`config.mk`:
```
export PLATFORM = sky130hd
export DESIGN_NAME = ro_sensor_scheduler_flat
export DESIGN_NICKNAME = d
export VERILOG_FILES = /design/src/rtl/ro_sensor_scheduler_pkg.sv /design/src/rtl/ro_sensor_scheduler_if.sv /design/src/rtl/ro_sensor_scheduler_edge_counter.sv /design/src/rtl/ro_sensor_scheduler.sv /design/src/flat_wrapper.sv
export SDC_FILE = /design/constraint.sdc
export NUM_CORES = 1
export LEC_CHECK = 0
export ABC_AREA = 0
export BUFFER_PORTS_ARGS = -buffer_cell sky130_fd_sc_hd__buf_4
export CAP_MARGIN = 20
export CORE_MARGIN = 4
export CORE_UTILIZATION = 40
export DETAILED_ROUTE_END_ITERATION = 6
export PLACE_DENSITY = 0.59
export SLEW_MARGIN = 20
export SYNTH_ARGS = -nofsm -noshare
export SYNTH_HDL_FRONTEND = slang
export SYNTH_SLANG_ARGS = --single-unit
```
`constraint.sdc`:
```
create_clock -name aclk -period 2.5 [get_ports aclk]
set_input_delay 0.375 -clock aclk [delete_from_list [all_inputs] [get_ports aclk]]
set_output_delay 0.375 -clock aclk [all_outputs]
set_load 0.005 [all_outputs]
```
`src/rtl/ro_sensor_scheduler_pkg.sv`:
```
// Shared types for the ring-oscillator aging sensor scheduler.
// Holds the FSM encoding, the result tag and the channel search helper.
package ro_sensor_pkg;

    localparam int CH_W   = 4;
    localparam int MAX_RO = 16;

    typedef enum logic [1:0] {
        ST_IDLE,
        ST_SETTLE,
        ST_MEASURE,
        ST_REPORT
    } ro_state_e;

    typedef struct packed {
        logic [CH_W-1:0] ch;
        logic            sat;
    } ro_tag_t;

    // Lowest set bit of m at index >= from; msb of the result is "found".
    function automatic logic [CH_W:0] find_ch(
        input logic [MAX_RO-1:0] m,
        input logic [CH_W:0]     from
    );
        logic [CH_W:0] r;
        r = '0;
        for (int i = MAX_RO - 1; i >= 0; i--) begin
            if (m[i] && ((CH_W+1)'(i) >= from)) begin
                r = {1'b1, CH_W'(i)};
            end
        end
        return r;
    endfunction

endpackage

```
`src/rtl/ro_sensor_scheduler_if.sv`:
```
// Result record stream of the sensor scheduler (valid/ready handshake).
// The scheduler is the master; the register/readout logic is the slave.
interface ro_sensor_scheduler_if
    import ro_sensor_pkg::*;
#(
    parameter int CNT_W = 20
);

    logic             res_valid;
    logic             res_ready;
    logic [CH_W-1:0]  res_ch;
    logic [CNT_W-1:0] res_count;
    logic             res_sat;

    modport master (
        output res_valid,
        output res_ch,
        output res_count,
        output res_sat,
        input  res_ready
    );

    modport slave (
        input  res_valid,
        input  res_ch,
        input  res_count,
        input  res_sat,
        output res_ready
    );

endinterface

```
`src/rtl/ro_sensor_scheduler_edge_counter.sv`:
```
// Synchronizer, rising-edge detector and saturating counter for the
// currently selected oscillator output.
module ro_edge_counter #(
    parameter int CNT_W = 20
) (
    input  logic             aclk,
    input  logic             aresetn,
    input  logic             ro_in,
    input  logic             clear,
    input  logic             gate_en,
    output logic [CNT_W-1:0] count,
    output logic             sat
);

    // sync[0], sync[1] form the synchronizer; sync[2] is the edge history.
    logic [2:0] sync;
    logic       rise;

    assign rise = sync[1] & ~sync[2];
    assign sat  = &count;

    always_ff @(posedge aclk or negedge aresetn) begin
        if (!aresetn) begin
            sync  <= '0;
            count <= '0;
        end else if (clear) begin
            sync  <= '0;
            count <= '0;
        end else begin
            sync <= {sync[1:0], ro_in};
            if (gate_en && rise && !sat) begin
                count <= count + CNT_W'(1);
            end
        end
    end

endmodule

```
`src/rtl/ro_sensor_scheduler.sv`:
```
// Sweeps enabled ring oscillators one at a time: settle, count edges over a
// gate window, then hand the count out as a channel-tagged record.
module ro_sensor_scheduler
    import ro_sensor_pkg::*;
#(
    parameter int NUM_RO = 4,
    parameter int CNT_W  = 20,
    parameter int GATE_W = 24
) (
    input  logic              aclk,
    input  logic              aresetn,
    input  logic              start,
    input  logic              stop,
    input  logic              continuous,
    input  logic [NUM_RO-1:0] ch_mask,
    input  logic [GATE_W-1:0] settle_cycles,
    input  logic [GATE_W-1:0] gate_cycles,
    output logic [NUM_RO-1:0] ro_en,
    input  logic [NUM_RO-1:0] ro_clk,
    output logic              busy,
    output logic              done,
    ro_sensor_scheduler_if.master res
);

    ro_state_e         state;
    logic [CH_W-1:0]   ch;
    logic [NUM_RO-1:0] mask_q;
    logic              cont_q;
    logic [GATE_W-1:0] settle_q;
    logic [GATE_W-1:0] gate_q;
    logic [GATE_W-1:0] timer;
    logic [GATE_W-1:0] gate_eff;

    logic              valid_q;
    ro_tag_t           tag_q;
    logic [CNT_W-1:0]  count_q;

    logic [MAX_RO-1:0] mask_pad;
    logic [MAX_RO-1:0] new_pad;
    logic [MAX_RO-1:0] ro_pad;
    logic [CH_W:0]     first_new;
    logic [CH_W:0]     first_q;
    logic [CH_W:0]     next_q;
    logic [CH_W-1:0]   wrap_ch;
    logic              more;

    logic              ro_sel;
    logic [CNT_W-1:0]  cnt;
    logic              cnt_sat;

    function automatic logic [NUM_RO-1:0] onehot(input logic [CH_W-1:0] c);
        return NUM_RO'(1) << c;
    endfunction

    always_comb begin
        mask_pad = '0;
        new_pad  = '0;
        ro_pad   = '0;
        mask_pad[NUM_RO-1:0] = mask_q;
        new_pad[NUM_RO-1:0]  = ch_mask;
        ro_pad[NUM_RO-1:0]   = ro_clk;
        ro_sel    = ro_pad[ch];
        first_new = find_ch(new_pad, '0);
        first_q   = find_ch(mask_pad, '0);
        next_q    = find_ch(mask_pad, (CH_W+1)'(ch) + (CH_W+1)'(1));
        wrap_ch   = next_q[CH_W] ? next_q[CH_W-1:0] : first_q[CH_W-1:0];
        more      = next_q[CH_W] | cont_q;
        gate_eff  = (gate_q == '0) ? GATE_W'(1) : gate_q;
    end

    ro_edge_counter #(
        .CNT_W (CNT_W)
    ) u_cnt (
        .aclk    (aclk),
        .aresetn (aresetn),
        .ro_in   (ro_sel),
        .clear   (state != ST_MEASURE),
        .gate_en (state == ST_MEASURE),
        .count   (cnt),
        .sat     (cnt_sat)
    );

    always_ff @(posedge aclk or negedge aresetn) begin
        if (!aresetn) begin
            state    <= ST_IDLE;
            ch       <= '0;
            mask_q   <= '0;
            cont_q   <= 1'b0;
            settle_q <= '0;
            gate_q   <= '0;
            timer    <= '0;
            ro_en    <= '0;
            busy     <= 1'b0;
            done     <= 1'b0;
            valid_q  <= 1'b0;
            tag_q    <= '0;
            count_q  <= '0;
        end else begin
            done <= 1'b0;
            if (stop) begin
                state   <= ST_IDLE;
                ro_en   <= '0;
                busy    <= 1'b0;
                valid_q <= 1'b0;
            end else begin
                unique case (state)
                    ST_IDLE: begin
                        if (start && |ch_mask) begin
                            mask_q   <= ch_mask;
                            cont_q   <= continuous;
                            settle_q <= settle_cycles;
                            gate_q   <= gate_cycles;
                            ch       <= first_new[CH_W-1:0];
                            ro_en    <= onehot(first_new[CH_W-1:0]);
                            busy     <= 1'b1;
                            timer    <= settle_cycles;
                            state    <= ST_SETTLE;
                        end
                    end
                    ST_SETTLE: begin
                        if (timer <= GATE_W'(1)) begin
                            timer <= gate_eff;
                            state <= ST_MEASURE;
                        end else begin
                            timer <= timer - GATE_W'(1);
                        end
                    end
                    ST_MEASURE: begin
                        if (timer <= GATE_W'(1)) begin
                            ro_en   <= '0;
                            valid_q <= 1'b1;
                            tag_q   <= '{ch: ch, sat: cnt_sat};
                            count_q <= cnt;
                            state   <= ST_REPORT;
                        end else begin
                            timer <= timer - GATE_W'(1);
                        end
                    end
                    ST_REPORT: begin
                        if (res.res_ready) begin
                            valid_q <= 1'b0;
                            if (more) begin
                                ch    <= wrap_ch;
                                ro_en <= onehot(wrap_ch);
                                timer <= settle_q;
                                state <= ST_SETTLE;
                            end else begin
                                done  <= 1'b1;
                                busy  <= 1'b0;
                                state <= ST_IDLE;
                            end
                        end
                    end
                    default: state <= ST_IDLE;
                endcase
            end
        end
    end

    assign res.res_valid = valid_q;
    assign res.res_ch    = tag_q.ch;
    assign res.res_sat   = tag_q.sat;
    assign res.res_count = count_q;

endmodule

```
`src/flat_wrapper.sv`:
```
// flat-port wrapper written by rule: the top's interface ports become plain ports
module ro_sensor_scheduler_flat import ro_sensor_pkg::*;
#(
    parameter int NUM_RO = 4,
    parameter int CNT_W  = 20,
    parameter int GATE_W = 24
)
  (aclk, aresetn, start, stop, continuous, ch_mask, settle_cycles, gate_cycles, ro_en, ro_clk, busy, done, res_res_valid, res_res_ch, res_res_count, res_res_sat, res_res_ready);
  ro_sensor_scheduler_if #(.CNT_W(CNT_W)) res_i ();
  input  logic aclk;
  input  logic aresetn;
  input  logic start;
  input  logic stop;
  input  logic continuous;
  input  logic [NUM_RO-1:0] ch_mask;
  input  logic [GATE_W-1:0] settle_cycles;
  input  logic [GATE_W-1:0] gate_cycles;
  output logic [NUM_RO-1:0] ro_en;
  input  logic [NUM_RO-1:0] ro_clk;
  output logic busy;
  output logic done;
  output wire logic [$bits(res_i.res_valid)-1:0] res_res_valid;
  output wire logic [$bits(res_i.res_ch)-1:0] res_res_ch;
  output wire logic [$bits(res_i.res_count)-1:0] res_res_count;
  output wire logic [$bits(res_i.res_sat)-1:0] res_res_sat;
  input wire logic [$bits(res_i.res_ready)-1:0] res_res_ready;
  assign res_res_valid = res_i.res_valid;
  assign res_res_ch = res_i.res_ch;
  assign res_res_count = res_i.res_count;
  assign res_res_sat = res_i.res_sat;
  assign res_i.res_ready = res_res_ready;
  ro_sensor_scheduler #(.NUM_RO(NUM_RO), .CNT_W(CNT_W), .GATE_W(GATE_W)) u_core (.aclk(aclk), .aresetn(aresetn), .start(start), .stop(stop), .continuous(continuous), .ch_mask(ch_mask), .settle_cycles(settle_cycles), .gate_cycles(gate_cycles), .ro_en(ro_en), .ro_clk(ro_clk), .busy(busy), .done(done), .res(res_i));
endmodule
```
==> flow_metrics.env, run 1 <==
export IMPL_hold_viol=0
export IMPL_antenna_found_initial=0
export IMPL_avgSynthCellArea_um2=10.5
export IMPL_dr_pass1_iters=5
export IMPL_ys_seq_elements=134
export IMPL_start_util_pct=41.1
export IMPL_final_layout_size_suffix_gt1_share_pct=33.9
export IMPL_layout_nets=880
export IMPL_worst_pin_slew_ns=0.636
export IMPL_status="finished, final reports clean"
export IMPL_relSlewSlack_pct=57.3
export IMPL_synth_most_common_cell="dfrtp_1"
export IMPL_whs_ns=0.187
export IMPL_ys_top_cells_by_area="dfrtp_1 47%, mux2_2 12%, a21oi_1 3.0%"
export IMPL_track_usage_pct=20.0
export IMPL_synth_common_cells="134 x dfrtp_1, 76 x mux2_2, 55 x nand2_1"
export IMPL_combPwrFrac_pct=38.6
export IMPL_rows=48
export IMPL_ios=94
export IMPL_clk_latency_ns=0.42
export IMPL_crit_fanout=4
export IMPL_drt_initial_drc_count=425
export IMPL_netlist_area_um2=7130
export IMPL_arrival_ns=2.72
export IMPL_grt_pass1_wl_um=32200
export IMPL_cp_slowest_stage_delay_ns=0.53
export IMPL_design_core_area_um2=17400
export IMPL_clk_pin_slew_ns=0.06
export IMPL_fin_area_um2=8990
export IMPL_cts_setup_buffers=0
export IMPL_vias=6011
export IMPL_diodes=0
export IMPL_ant_nets=0
export IMPL_setup_viol=0
export IMPL_fin_crit_ns=2.42
export IMPL_clock_skew_ns=0.00883
export IMPL_critPathSlowestCell="or4b_4"
export IMPL_slew_viol_final=0
export IMPL_path_cells="or3_4 -> or4b_4 -> or3_4 -> or3_1 -> a31oi_1 -> o22ai_1"
export IMPL_die_h_um=142
export IMPL_place_hpwl_um=14000
export IMPL_tns_ns=0
export IMPL_grt_start_max_net_pins=62
export IMPL_post_route_drc_count=0
export IMPL_path_class="reg2reg"
export IMPL_cts_tree="yes"
export IMPL_htree_levels=4
export IMPL_gp_congestion=0.884
export IMPL_fin_crit_sh_pct=96.9
export IMPL_clock_sinks=134
export IMPL_die_w_um=142
export IMPL_post_route_util_pct=51.8
export IMPL_wirelength_um=19300
export IMPL_syn_to_final_growth_pct=26.1
export IMPL_wl_per_cell_um=18.4
export IMPL_io_buffers=91
export IMPL_ys_seq_area_share_pct=47.0
export IMPL_netlist_top_cell_by_area="dfrtp_1"
export IMPL_fin_total_pwr_w=0.00957
export IMPL_cts_buffers=17
export IMPL_critical_path_most_common_cell="or3_4"
export IMPL_maxCapViolCount=0
export IMPL_overflow=0
export IMPL_fmax_mhz=413
export IMPL_vias_per_cell=5.74
export IMPL_synth_cell_types=73
export IMPL_synthArstFlopShare_pct=100
export IMPL_end_kind="flip-flop"
export IMPL_grt_pass1_vias=6227
export IMPL_cp_start_kind="flip-flop"
export IMPL_cts_buffer_depth=2
export IMPL_dpl_cell_area_um2=8360
export IMPL_syn_instance_count=682
export IMPL_p_int_w=0.00597
export IMPL_p_clk_share_pct=24.4
export IMPL_synth_top_area_share_pct=47.0
export IMPL_yosysWarnings=0
export IMPL_powerDensity_nw_per_um2=1060
export IMPL_hp_class="in2reg"
export IMPL_power_leakage_nw=3.92
export IMPL_vdd_ir_drop_max_v=0.000566
export IMPL_ys_dominant_reg_cell="dfrtp_1"
export IMPL_swShare_pct=37.6
export IMPL_cts_root_buf="clkbuf_16"
export IMPL_pwr_share_seq_pct=37.0
export IMPL_switching_power_w=0.00360
export IMPL_die_area_um2=20000
export IMPL_fillers=1594
export IMPL_synth_edf_count=0
export IMPL_required_ns=2.79
[cell type report]
cell class | count | area [µm²] | share of cell area, %
inverters | 20 | 75.1 | 0.835
flip-flops and latches | 134 | 3350 | 37.3
multi-input cells | 489 | 3560 | 39.5
clock buffers | 18 | 439 | 4.88
clock inverters | 14 | 118 | 1.31
repair buffers | 148 | 1170 | 13.0
well taps | 225 | 282 | 3.13
[power groups by stage]
stage	Combinational [W]	Clock (W)	Sequential [W]
after floorplan	0.00244	0	0.00332
after global placement	0.00353	0	0.00351
after detailed placement	0.00361	0	0.00354
after CTS	0.00363	0.00240	0.00351
after global routing	0.00405	0.00250	0.00363
final	0.00369	0.00234	0.00354
[per-stage QoR]
| step | std cells | worst slack (ns) |
|---|---|---|
| after global placement | 1015 | 0.0462 |
| after detailed placement | 1015 | 0.0205 |
| after floorplan | 683 | 0.0509 |
| after CTS | 1048 | 0.00436 |
| after global routing | 1048 | -0.00896 |
| final | 1048 | 0.0781 |
[path summary, 6_finish.rpt]
| kind | cells after the start | slack [ns] | startpoint | endpoint |
|---|---|---|---|---|
| setup / recovery | 6 | 0.08 | u_core.timer[21]$_DFFE_PN0P_ | u_core.timer[0]$_DFFE_PN0P_ |
| hold reg to reg | 1 | 0.46 | u_core.u_cnt.sync[0]$_DFF_PN0_ | u_core.u_cnt.sync[1]$_DFF_PN0_ |
| max in group asynchronous | 3 | 1.30 | aresetn | u_core.gate_q[3]$_DFFE_PN0P_ |
| min in group asynchronous | 2 | 0.52 | aresetn | u_core.res.res_count[10]$_DFFE_PN0P_ |
| hold / removal | 2 | 0.19 | gate_cycles[7] | u_core.gate_q[7]$_DFFE_PN0P_ |
| setup reg to reg | 6 | 0.08 | u_core.timer[21]$_DFFE_PN0P_ | u_core.timer[0]$_DFFE_PN0P_ |
[sequential cells by signal, indices dropped and copies added, names as in the netlist]
name,flops
u_core.u_cnt.count,20
u_core.settle_q,24
u_core.timer,24
u_core.u_cnt.sync,3
u_core.res.res_sat,1
u_core.ch,2
u_core.gate_q,24
u_core.res.res_valid,1
u_core.done,1
u_core.mask_q,4
u_core.res.res_ch,2
u_core.cont_q,1
u_core.ro_en,4
u_core.state,2
u_core.res.res_count,20
u_core.busy,1
[layer usage]
| layer | part of all wire (%) | GRT usage (%) | vias to the layer above |
|---|---|---|---|
| li1 | - | - | 2793 |
| met1 | 45 | 26.9 | 3002 |
| met2 | 48 | 32.1 | 184 |
| met3 | 5.2 | 4.62 | 32 |
| met4 | 2.2 | 6.57 | 0 |
| met5 | 0 | 0 | - |
[critical path, delay by kind of cell, from the launching register on]
kind	cells	cell delay, ns
and+or+nand+nor	4	1.64
DFF	1	0.38
AOI/OAI and AO/OA	2	0.28
[kinds of logic (layout without fill, tap and decap cells)]
family          after synthesis  in the layout  synth area share [%]
simple gates                217            217                  16.5
xor+xnor                     14             14                  1.72
fa+ha+maj                     8              8                  1.40
compound gates              163            163                  15.7
buf+inv                      60            200                  4.12
other cells                   1              2                0.0526
flops                       134            134                  47.0
mux                          85             85                  13.4
[layout by cell type (no fill, tap or decap), types with 5 or more instances in the layout]
cell / instances
a32o_1: 15
or3_1: 14
nor3_1: 8
ha_1: 6
nor2_1: 44
nand2_1: 55
xnor2_1: 8
o211ai_1: 8
inv_6: 5
o31ai_1: 8
dfrtp_1: 134
mux2_2: 76
and4_1: 6
mux2i_1: 8
o21ai_0: 33
xor2_1: 6
a221oi_1: 7
buf_4: 141
and2_1: 6
nand3_1: 7
nand4_1: 8
a21oi_1: 42
nor4_1: 16
clkbuf_16: 17
inv_1: 19
nand2b_1: 21
[timing repair]
item                                   in CTS  in global routing
hold buffers                                1                  0
endpoints found under the hold margin      57                  0
setup endpoints to repair                   0                 47
resized for setup                           0                 14
(Power assumes the default switching activity.)
==> inputs of run 2 (changes only) <==
- SETUP_SLACK_MARGIN: default -> 0.15
==> run 2 against run 1 <==
Effect of this change:
- final cell count is 0.95% higher
- sequential cell count did not move
- clock skew is 0.0024 ns higher
- sequential share of layout area shrank 1.4 points
- global-route usage grew 0.75 points
- combinational power grew 11%
- cell area grew 4.1%
- clock-buffer cell count is 3 higher
- first-iteration DRC count decreased by 3.1%
- maximum frequency increased by 0.24%
- register-to-register slack hardly changed
- die area stayed put
- largest power group unchanged
==> flow_metrics.env, run 2 (synthesis gave the netlist of run 1 again) <==
export IMPL_post_route_drc_count=0
export IMPL_layout_nets=890
export IMPL_place_hpwl_um=14400
export IMPL_crit_start="u_core.timer[21]$_DFFE_PN0P_"
export IMPL_p_clk_share_pct=23.4
export IMPL_rsz0062_at_grt="yes"
export IMPL_worst_pin_slew_ns=0.648
export IMPL_overflow=0
export IMPL_ios=94
export IMPL_power_leakage_nw=4.06
export IMPL_vias=6081
export IMPL_powerDensity_nw_per_um2=1070
export IMPL_status="finished, final reports clean"
export IMPL_grt_pass1_wl_um=33000
export IMPL_design_core_area_um2=17400
export IMPL_diodes=0
export IMPL_final_layout_size_suffix_gt1_share_pct=37.8
export IMPL_die_area_um2=20000
export IMPL_maxCapViolCount=0
export IMPL_die_w_um=142
export IMPL_hold_viol=0
export IMPL_clk_latency_ns=0.43
export IMPL_tns_ns=0
export IMPL_required_ns=2.81
export IMPL_final_common_cell="buf_4"
export IMPL_fin_crit_ns=2.42
export IMPL_cts_tree="yes"
export IMPL_rows=48
export IMPL_cts_root_buf="clkbuf_16"
export IMPL_die_h_um=142
export IMPL_combPwrFrac_pct=40.8
export IMPL_swShare_pct=38.0
export IMPL_fin_crit_sh_pct=96.6
export IMPL_clock_sinks=134
export IMPL_ant_nets=0
export IMPL_hp_class="in2reg"
export IMPL_end_kind="flip-flop"
export IMPL_fillers=1536
export IMPL_slew_viol_final=0
export IMPL_vias_per_cell=5.75
export IMPL_pwr_share_seq_pct=35.8
export IMPL_cp_start_kind="flip-flop"
export IMPL_arrival_ns=2.73
export IMPL_clk_pin_slew_ns=0.06
export IMPL_grt_start_max_net_pins=54
export IMPL_hold_start="gate_cycles[22]"
export IMPL_htree_levels=4
export IMPL_antenna_found_initial=0
export IMPL_track_usage_pct=20.8
export IMPL_io_buffers=91
export IMPL_syn_to_final_growth_pct=31.3
export IMPL_cts_buffer_depth=2
export IMPL_wirelength_um=20300
export IMPL_crit_fanout=4
export IMPL_clock_skew_ns=0.0112
export IMPL_switching_power_w=0.00381
export IMPL_vdd_ir_drop_max_v=0.000631
export IMPL_fmax_mhz=414
export IMPL_relSlewSlack_pct=56.6
export IMPL_start_util_pct=41.1
export IMPL_drt_initial_drc_count=412
export IMPL_top_regs="u_core.gate_q x24, u_core.settle_q x24, u_core.timer x24"
export IMPL_whs_ns=0.174
export IMPL_cts_buffers=17
export IMPL_setup_viol=0
export IMPL_grt_pass1_vias=6309
export IMPL_gp_congestion=0.854
export IMPL_wl_per_cell_um=19.2
export IMPL_r2r_start="u_core.timer[21]$_DFFE_PN0P_"
export IMPL_final_cell_mix="143 x buf_4, 133 x dfrtp_1, 76 x mux2_2"
export IMPL_dr_pass1_iters=5
export IMPL_path_class="reg2reg"
export IMPL_p_int_w=0.00623
[run 2: worst paths after layout]
| check | cells past startpoint | end | slack [ns] |
|---|---|---|---|
| max | 6 | u_core.ro_en[2]$_DFFE_PN0P_ | 0.08 |
| max in group asynchronous | 3 | u_core.timer[2]$_DFFE_PN0P_ | 1.42 |
| min in group asynchronous | 2 | u_core.res.res_count[11]$_DFFE_PN0P_ | 0.41 |
| min | 2 | u_core.gate_q[22]$_DFFE_PN0P_ | 0.17 |
| min reg2reg | 1 | u_core.u_cnt.sync[1]$_DFF_PN0_ | 0.46 |
| max reg2reg | 6 | u_core.ro_en[2]$_DFFE_PN0P_ | 0.08 |
[run 2: power by group through the flow]
| stage | registers (W) | logic (W) | clock network, W |
|---|---|---|---|
| final | 0.00359 | 0.00409 | 0.00235 |
| after global routing | 0.00367 | 0.00448 | 0.00248 |
| after CTS | 0.00353 | 0.00377 | 0.00240 |
| after detailed placement | 0.00354 | 0.00368 | 0 |
| after global placement | 0.00350 | 0.00359 | 0 |
| after floorplan | 0.00332 | 0.00247 | 0 |
[run 2: critical path: stages (launching register included)]
cell	delay [ns]
dfrtp_1	0.38
or3_4	0.39
or4b_4	0.51
or4_4	0.49
o21ai_4	0.10
a31oi_4	0.13
mux2_2	0.30
[run 2: metal layers]
layer | share of wire, % | vias to the layer above | track usage [%]
met2 | 49 | 176 | 33.8
li1 | - | 2812 | -
met4 | 1.7 | 0 | 6.92
met1 | 44 | 3068 | 27.8
met5 | 0 | - | 0
met3 | 5.9 | 25 | 4.28
[run 2: through the flow]
step                      power [W]  setup slack [ns]  std cells  instance area, µm²  util, %
final                        0.0100            0.0840       1058                9360     53.9
after global routing         0.0106            0.0117       1058                9360     53.9
after CTS                   0.00970            0.0878       1051                9030     52.1
after detailed placement    0.00722            0.0352       1014                8390     48.4
after global placement      0.00709            0.0346       1014                8390     48.4
after floorplan             0.00580            0.0851        683                7150        -
[run 2: repair_timing]
action | CTS | global route
buffers inserted | 4 | 5
pin swaps | 2 | 19
hold buffers | 1 | 0
gates cloned | 0 | 2
resized for setup | 7 | 56
setup endpoints to repair | 27 | 59
hold endpoints to repair | 35 | 0
[run 2: final cells by class]
| class | instances | area [µm²] | share of cell area, % |
|---|---|---|---|
| Clock buffer | 21 | 470 | 5.03 |
| Clock inverter | 11 | 88.8 | 0.949 |
| Inverter | 20 | 75.1 | 0.802 |
| Multi-Input combinational cell | 490 | 3780 | 40.4 |
| Sequential cell | 134 | 3350 | 35.8 |
| Tap cell | 225 | 282 | 3.01 |
| Timing Repair Buffer | 157 | 1310 | 13.9 |
==> inputs of run 3 (changes only) <==
- CELL_PAD_IN_SITES_DETAIL_PLACEMENT: default -> 1
- CELL_PAD_IN_SITES_GLOBAL_PLACEMENT: default -> 2
- CORE_UTILIZATION: 40 -> 34
- PLACE_DENSITY: 0.59 -> 0.75
==> run 3 against run 2 <==
Effect of this change:
- sequential cell count did not move
- wire length increased by 8.4%
- hold slack barely moved
- sequential power fell by 2%
- cell area decreased by 0.12%
- clock-buffer cell count fell by 4
- critical path depth rose by 2
- sequential share of layout area about the same
- clock skew about the same
- setup slack better by 0.0060 ns
- register-to-register slack barely moved
- critical path type unchanged
- highest routed layer unchanged
==> flow_metrics.env, run 3 (synthesis gave the netlist of run 1 again) <==
export IMPL_status="finished, final reports clean"
export IMPL_arrival_ns=2.71
export IMPL_worst_pin_slew_ns=0.557
export IMPL_hold_start="gate_cycles[17]"
export IMPL_ios=94
export IMPL_drt_initial_drc_count=342
export IMPL_io_buffers=91
export IMPL_fin_total_pwr_w=0.0104
export IMPL_top_regs="u_core.gate_q x24, u_core.settle_q x24, u_core.timer x24"
export IMPL_diodes=0
export IMPL_vias=6034
export IMPL_clk_pin_slew_ns=0.06
export IMPL_post_route_drc_count=0
export IMPL_start_util_pct=34.9
export IMPL_fin_crit_sh_pct=96.4
export IMPL_r2r_cells=8
export IMPL_grt_pass1_vias=6583
export IMPL_clock_skew_ns=0.0113
export IMPL_r2r_slack_ns=0.09
export IMPL_relSlewSlack_pct=62.6
export IMPL_cts_tree="yes"
export IMPL_rows=52
export IMPL_crit_fanout=4
export IMPL_holdPathEnd="u_core.gate_q[17]$_DFFE_PN0P_"
export IMPL_final_layout_size_suffix_gt1_share_pct=37.3
export IMPL_maxCapViolCount=0
export IMPL_required_ns=2.80
export IMPL_antenna_found_initial=0
export IMPL_die_w_um=153
export IMPL_wirelength_um=22000
export IMPL_path_class="reg2reg"
export IMPL_hp_class="in2reg"
export IMPL_end_kind="flip-flop"
export IMPL_min_path_cells=2
export IMPL_grt_pass1_wl_um=35800
export IMPL_power_leakage_nw=4.05
export IMPL_cp_start_kind="flip-flop"
export IMPL_clock_sinks=134
export IMPL_cts_root_buf="clkbuf_16"
export IMPL_final_common_cell="buf_4"
export IMPL_die_area_um2=23300
export IMPL_layout_nets=889
export IMPL_wl_per_cell_um=20.0
export IMPL_fin_crit_ns=2.41
export IMPL_grt_start_max_net_pins=54
export IMPL_htree_levels=4
export IMPL_dr_pass1_iters=4
export IMPL_overflow=0
export IMPL_clk_latency_ns=0.43
export IMPL_ant_nets=0
export IMPL_die_h_um=153
export IMPL_fmax_mhz=415
export IMPL_vdd_ir_drop_max_v=0.000549
export IMPL_place_hpwl_um=15700
export IMPL_powerDensity_nw_per_um2=1110
export IMPL_tns_ns=0
export IMPL_r2r_end="u_core.timer[0]$_DFFE_PN0P_"
export IMPL_syn_to_final_growth_pct=31.1
export IMPL_vias_per_cell=5.48
export IMPL_cts_buffer_depth=2
export IMPL_gp_congestion=0.876
export IMPL_final_cell_mix="146 x buf_4, 134 x dfrtp_1, 76 x mux2_2"
export IMPL_rsz0062_at_grt="yes"
export IMPL_r2r_start="u_core.timer[0]$_DFFE_PN0P_"
export IMPL_post_route_util_pct=45.8
export IMPL_hold_viol=0
export IMPL_slew_viol_final=0
export IMPL_setup_viol=0
export IMPL_track_usage_pct=19.0
export IMPL_cts_buffers=17
export IMPL_design_core_area_um2=20400
run 3: cell types whose count changed in the layout (fill, tap and decap cells not counted), moves of 3 or more:
cell / previous run / this run
bufinv_16: 0 / 4
nand2_1: 51 / 55
o21ai_2: 5 / 1
buf_4: 143 / 146
clkbuf_8: 3 / 0
o21ai_1: 2 / 5
run 3: timing repair:
item	in CTS	in global routing
endpoints found under the setup margin	22	56
gates resized for setup	12	37
pin swaps	3	7
hold endpoints to repair	39	0
buffers inserted	3	4
hold buffers	1	0
run 3: how the worst max path moves through the flow:
stage                                        from  cells past startpoint                            to
floorplan            u_core.timer[21]$_DFFE_PN0P_                      7   u_core.timer[0]$_DFFE_PN0P_
global placement    u_core.gate_q[13]$_DFFE_PN0P_                      7  u_core.timer[10]$_DFFE_PN0P_
detailed placement    u_core.timer[1]$_DFFE_PN0P_                      8  u_core.timer[16]$_DFFE_PN0P_
CTS                  u_core.timer[21]$_DFFE_PN0P_                      6   u_core.ro_en[2]$_DFFE_PN0P_
global route          u_core.timer[1]$_DFFE_PN0P_                      9  u_core.timer[16]$_DFFE_PN0P_
finish                u_core.timer[0]$_DFFE_PN0P_                      8   u_core.timer[0]$_DFFE_PN0P_
run 3: final cells by class:
cell class	count	area (µm²)
inverter	20	75.1
timing repair buffer	157	1270
clock inverter	15	204
fill	2297	11100
clock buffer	17	425
multi-input combinational	489	3680
tap	270	338
sequential	134	3350
run 3: power by group:
group	internal [W]	leakage [nW]	switching (W)
clock	0.00167	0.296	0.00102
combinational	0.00200	2.06	0.00217
sequential	0.00286	1.70	0.000668
total	0.00654	4.05	0.00385
run 3: metrics by stage:
step	setup WS [ns]	area [µm²]	hold slack, ns	cells
6_report	0.0900	9350	0.175	1102
3_5_place_dp	0.0683	8460	0.326	1062
5_1_grt	0.0153	9350	0.170	1102
3_3_place_gp	0.0855	8460	0.320	1062
4_1_cts	0.104	9160	0.161	1098
2_1_floorplan	0.0851	7150	0.0794	683
run 3: critical path, cell delays in order (launching register included):
cell     delay (ns)
dfrtp_1        0.42
inv_2          0.08
ha_2           0.19
nor2_2         0.06
or4b_4         0.54
or3_4          0.37
or3_1          0.36
a31oi_1        0.17
o22ai_1        0.09
run 3: routing by layer:
layer,track usage (%),part of all wire (%),up-vias
li1,-,-,2815
met4,6.24,1.7,0
met2,32.3,49,118
met5,0,0,-
met3,3.35,3.7,25
met1,24.8,46,3076
